===== src/rtl/imm4_alloc.sv =====
// Writer-side allocator for the 4-wide immediate register file: picks the lowest
// free row per accepted bundle, drives the row write port and tracks occupancy.
module imm4_alloc #(
   parameter  int SIZE  = 32,
   parameter  int WIDTH = 32,
   localparam int ROWS  = SIZE / 4,
   localparam int TW    = $clog2(ROWS)
) (
   input  logic             i_clk,
   input  logic             i_rst_n,
   input  logic             i_valid,
   output logic             o_ready,
   input  logic [WIDTH-1:0] i_imm0,
   input  logic [WIDTH-1:0] i_imm1,
   input  logic [WIDTH-1:0] i_imm2,
   input  logic [WIDTH-1:0] i_imm3,
   output logic             o_tag_valid,
   output logic [TW-1:0]    o_tag,
   output logic             o_we,
   output logic [ROWS-1:0]  o_waddr,
   output logic [WIDTH-1:0] o_wdata0,
   output logic [WIDTH-1:0] o_wdata1,
   output logic [WIDTH-1:0] o_wdata2,
   output logic [WIDTH-1:0] o_wdata3,
   input  logic             i_rel,
   input  logic [ROWS-1:0]  i_rel_rows,
   input  logic             i_flush,
   output logic [TW:0]      o_free_cnt
);

   logic [ROWS-1:0] free_r;
   logic [ROWS-1:0] free_nxt_s;
   logic [ROWS-1:0] sel_oh_s;
   logic [TW-1:0]   sel_idx_s;
   logic            accept_s;

   function automatic logic [TW:0] popcount(input logic [ROWS-1:0] v);
      logic [TW:0] c;
      c = {(TW+1){1'b0}};
      for (int i = 0; i < ROWS; i++) begin
         c = c + {{TW{1'b0}}, v[i]};
      end
      return c;
   endfunction

   // Gate ready with reset so dispatch never sees a free row while held in reset.
   assign o_ready  = i_rst_n & (|free_r) & ~i_flush;
   assign accept_s = i_valid & o_ready;

   // Lowest-index free row, scanned from the top so the lowest hit wins.
   always_comb begin
      sel_oh_s  = {ROWS{1'b0}};
      sel_idx_s = {TW{1'b0}};
      for (int i = ROWS - 1; i >= 0; i--) begin
         if (free_r[i]) begin
            sel_oh_s    = {ROWS{1'b0}};
            sel_oh_s[i] = 1'b1;
            sel_idx_s   = TW'(i);
         end else begin
            sel_oh_s  = sel_oh_s;
            sel_idx_s = sel_idx_s;
         end
      end
   end

   // Next occupancy: flush frees everything; otherwise a release of the row being
   // allocated in the same cycle wins and leaves it free.
   always_comb begin
      free_nxt_s = free_r;
      if (i_flush) begin
         free_nxt_s = {ROWS{1'b1}};
      end else begin
         if (accept_s) begin
            free_nxt_s = free_nxt_s & ~sel_oh_s;
         end else begin
            free_nxt_s = free_nxt_s;
         end
         if (i_rel) begin
            free_nxt_s = free_nxt_s | i_rel_rows;
         end else begin
            free_nxt_s = free_nxt_s;
         end
      end
   end

   // State and write-port registers; address/tag/data hold between accepts.
   always_ff @(posedge i_clk or negedge i_rst_n) begin
      if (!i_rst_n) begin
         free_r      <= {ROWS{1'b1}};
         o_free_cnt  <= (TW+1)'(ROWS);
         o_we        <= 1'b0;
         o_tag_valid <= 1'b0;
         o_waddr     <= {ROWS{1'b0}};
         o_tag       <= {TW{1'b0}};
         o_wdata0    <= {WIDTH{1'b0}};
         o_wdata1    <= {WIDTH{1'b0}};
         o_wdata2    <= {WIDTH{1'b0}};
         o_wdata3    <= {WIDTH{1'b0}};
      end else begin
         free_r      <= free_nxt_s;
         o_free_cnt  <= popcount(free_nxt_s);
         o_we        <= accept_s;
         o_tag_valid <= accept_s;
         if (accept_s) begin
            o_waddr  <= sel_oh_s;
            o_tag    <= sel_idx_s;
            o_wdata0 <= i_imm0;
            o_wdata1 <= i_imm1;
            o_wdata2 <= i_imm2;
            o_wdata3 <= i_imm3;
         end
      end
   end

endmodule


===== config.mk =====
export PLATFORM = sky130hd
export DESIGN_NAME = imm4_alloc
export DESIGN_NICKNAME = d
export VERILOG_FILES = /design/src/rtl/imm4_alloc.sv
export SDC_FILE = /design/constraint.sdc
export NUM_CORES = 1
export LEC_CHECK = 0
export BUFFER_PORTS_ARGS = -buffer_cell sky130_fd_sc_hd__buf_2
export CAP_MARGIN = 20
export CORE_ASPECT_RATIO = 1.2
export CORE_MARGIN = 8
export CORE_UTILIZATION = 47
export DETAILED_ROUTE_END_ITERATION = 6
export PLACE_DENSITY = 0.78
export SLEW_MARGIN = 20
export SYNTH_ARGS = -nofsm -noshare
export SYNTH_HDL_FRONTEND = slang
export SYNTH_SLANG_ARGS = --single-unit

===== constraint.sdc =====
create_clock -name i_clk -period 3.8 [get_ports i_clk]
set_clock_uncertainty 0.1 [all_clocks]
set_input_delay 0.57 -clock i_clk [delete_from_list [all_inputs] [get_ports i_clk]]
set_output_delay 0.57 -clock i_clk [all_outputs]
set_load 0.02 [all_outputs]

==> out/metrics.csv <==
stage;metric;value;unit
run_status;run_status;completed;
detailed_routing;drt-wirelength-per-cell;19.6;µm
synthesis;post_synth_instance_area;6310;µm²
worst_setup_path;critical_path.max_fanout;9;
detailed_routing;remaining_drc_errors;0;
synthesis;synth-async-reset-ratio;1.00;
detailed_routing;route.antenna.remaining_nets;0;
synthesis;synthesis.yosys.warnings;0;
clock_network;worst_skew_pair.late_latency;0.42;ns
cells_and_area;post_route_cell_area;8450;µm²
detailed_routing;drt-pass1-iter-count;4;
detailed_routing;totalWireLength;17000;µm
worst_setup_path;regToRegSetupSlack;0.13;ns
clock_network;h_tree_depth;4;
die;io_pins;287;
detailed_routing;detail_route.iter0.violations;233;
worst_setup_path;cp_data_required_time;4.00;ns
die;core-area;13200;µm²
timing;setup_violations;0;
cells_and_area;area_growth_syn_to_layout;33.9;%
worst_setup_path;path_class;flip-flop to flip-flop;
die;die_footprint;17400;µm²
timing;post-route-period-util;0.966;
power_and_ir_drop;power.density_cell_area;592;nW/µm²
detailed_routing;via_count;4396;
global_routing;global_route.overflow_total;0;
synthesis;synth_top_cell_by_area;sky130_fd_sc_hd__dfrtp_1;
detailed_routing;vias_per_cell;5.08;
synthesis;synth.distinct_cells;42;
synthesis;post_synth_inst_count;391;
clock_network;postCtsHoldBufs;0;
die;initial_core_utilization;0.479;
timing;slew-limit-headroom;0.432;
clock_network;clock-root-buffer;sky130_fd_sc_hd__clkbuf_16;
clock_network;clock_sink_count;152;
die;die_y;143;µm
cells_and_area;layout-drive-gt1-share;0.680;
timing;slew_viol_final;0;
clock_network;cts_tree;done;
placement;place.gp.congestion;0.901;
clock_network;post_cts_setup_buffers;0;
worst_setup_path;timing.critical_path.from_type;flip-flop;
die;placementRows;46;
clock_network;cts-root-to-sink-buffers;2;
global_routing;initial_antenna_violation_count;1;
power_and_ir_drop;leakagePower;4.39;nW
clock_network;post_cts_resize_count;0;
placement;placed_area;7810;µm²
clock_network;cts_buf_count;17;
power_and_ir_drop;power.ir.vdd_worst;0.000354;V
die;chipWidth;122;µm
placement;io_buffers;286;
timing;tightestPinTransition;0.852;ns
timing;finalCriticalPeriod;3.67;ns
worst_setup_path;endpoint_kind;flip-flop;
clock_network;clk_pin_slew_worst_paths;0.06;ns
synthesis;synth_top_cell_area_share;0.567;
timing;rsz_0062_raised_after_global_routing;false;
synthesis;yosys.cell_count.top_type;sky130_fd_sc_hd__dfrtp_1;
synthesis;synth_top_flop_cell;sky130_fd_sc_hd__dfrtp_1;
synthesis;yosys-top-cells-count;143 x sky130_fd_sc_hd__dfrtp_1, 74 x sky130_fd_sc_hd__mux2_2, 54 x sky130_fd_sc_hd__mux2_4, 13 x sky130_fd_sc_hd__nand2_1;
synthesis;synth_top_cells_by_area;sky130_fd_sc_hd__dfrtp_1 57%, sky130_fd_sc_hd__mux2_2 13%, sky130_fd_sc_hd__mux2_4 13%;
synthesis;postSynthRegisterBits;152;
worst_setup_path;critPathArrivalTime;3.87;ns
synthesis;synth_nets;539;
synthesis;synth-edff-count;0;
global_routing;global_route_wire_length_before_repair;26200;µm
synthesis;fraction_of_the_yosys_area_taken_by_sequential_cells;0.604;
global_routing;first_global_vias;5065;
worst_hold_path;hold_path_class;input port to asynchronous set/reset pin;
synthesis;synthesis.area_per_instance;16.2;µm²
global_routing;grt_util_all_layers;0.195;
global_routing;largest_net_degree_at_the_start_of_global_routing;85;
placement;post-dp-hpwl;13000;µm
timing;fmaxAchievable;0.272;GHz
cells_and_area;core_util_final;0.641;
timing;hold_viol;0;
cells_and_area;num-nets-final;831;
flow_run;max_cap_viol_count;0;
[layer usage]
metal | up-vias | GRT usage | part of all wire
met5 | - | 0 | 0
li1 | 1953 | - | -
met2 | 211 | 0.332 | 0.52
met3 | 38 | 0.0818 | 0.10
met4 | 0 | 0.103 | 0.030
met1 | 2194 | 0.200 | 0.35
[per-stage QoR]
stage | hold slack, ns | TNS [ns] | total power [mW] | cells | worst slack, ns
global placement | 0.356 | 0 | 3.19 | 832 | 0.0403
CTS | 0.263 | 0 | 5.05 | 864 | 0.127
detailed placement | 0.365 | 0 | 3.24 | 832 | 0.0116
floorplan | 0.174 | -0.105 | 2.75 | 391 | -0.0530
global route | 0.256 | 0 | 5.21 | 865 | 0.0328
finish | 0.191 | 0 | 5.00 | 866 | 0.130
[critical path, cell delays in order, from the launching register on]
cell and delay [ns]:
sky130_fd_sc_hd__dfstp_2 0.42, sky130_fd_sc_hd__nor3_4 0.30, sky130_fd_sc_hd__nand2_1 0.10, sky130_fd_sc_hd__a221o_1 0.34, sky130_fd_sc_hd__fa_1 0.51, sky130_fd_sc_hd__inv_1 0.05
sky130_fd_sc_hd__fa_1 0.49, sky130_fd_sc_hd__fa_1 0.41, sky130_fd_sc_hd__inv_1 0.08, sky130_fd_sc_hd__ha_2 0.19, sky130_fd_sc_hd__inv_2 0.04, sky130_fd_sc_hd__fa_1 0.37
sky130_fd_sc_hd__xnor2_1 0.14
[registers in the layout, indices dropped and copies added, names as in the netlist]
signal / cells
o_free_cnt: 4
free_r: 8
o_wdata0: 32
o_tag: 3
o_wdata3: 32
o_wdata1: 32
o_wdata2: 32
o_we: 1
o_waddr: 8
[area by class of cell]
class | instances | area (µm²)
Clock inverter | 12 | 173
Timing Repair Buffer | 294 | 1510
Sequential cell | 152 | 3810
Clock buffer | 20 | 467
Multi-Input combinational cell | 206 | 2230
Antenna cell | 2 | 5.00
Tap cell | 168 | 210
Fill cell | 1001 | 4730
Inverter | 12 | 45.0
[where the power goes]
part	total, mW	switching [mW]	internal, mW
Combinational	1.17	0.658	0.511
Sequential	2.03	0.143	1.89
Clock	1.80	0.652	1.15
[layout by cell type, fill, tap and decap left out, types with 4 or more instances in the layout]
cell type / synthesis / layout
sky130_fd_sc_hd__o21ai_0: 5 / 5
sky130_fd_sc_hd__clkinv_2: 0 / 4
sky130_fd_sc_hd__mux2_2: 74 / 74
sky130_fd_sc_hd__buf_2: 2 / 285
sky130_fd_sc_hd__clkbuf_16: 0 / 17
sky130_fd_sc_hd__buf_4: 8 / 6
sky130_fd_sc_hd__nor2_1: 8 / 8
sky130_fd_sc_hd__mux2_4: 54 / 54
sky130_fd_sc_hd__dfstp_2: 9 / 9
sky130_fd_sc_hd__bufinv_16: 0 / 4
sky130_fd_sc_hd__dfrtp_1: 143 / 143
sky130_fd_sc_hd__inv_1: 11 / 10
sky130_fd_sc_hd__nand2_1: 13 / 13
sky130_fd_sc_hd__fa_1: 4 / 4
sky130_fd_sc_hd__a21oi_1: 11 / 11
[worst paths after layout]
check / start / to / cells past startpoint
worst max-delay path: free_r[0] / o_free_cnt[2] / 12
worst min-delay path: i_rst_n / o_we / 2
worst max register to register: free_r[0] / o_free_cnt[2] / 12
worst min register to register: o_tag[1] / o_tag[1] / 2
max in group asynchronous: i_rst_n / o_wdata2[29] / 2
min in group i_clk: i_imm3[1] / o_wdata3[1] / 2
[kinds of logic after synthesis]
logic type / share of synthesized area
AO/OA/AOI/OAI: 0.0374
XOR/XNOR: 0.00139
adder cells (fa/ha/maj): 0.0186
buffers and inverters: 0.0452
flip-flops: 0.604
multiplexers: 0.260
AND/OR/NAND/NOR: 0.0329
(Power assumes the default switching activity.)
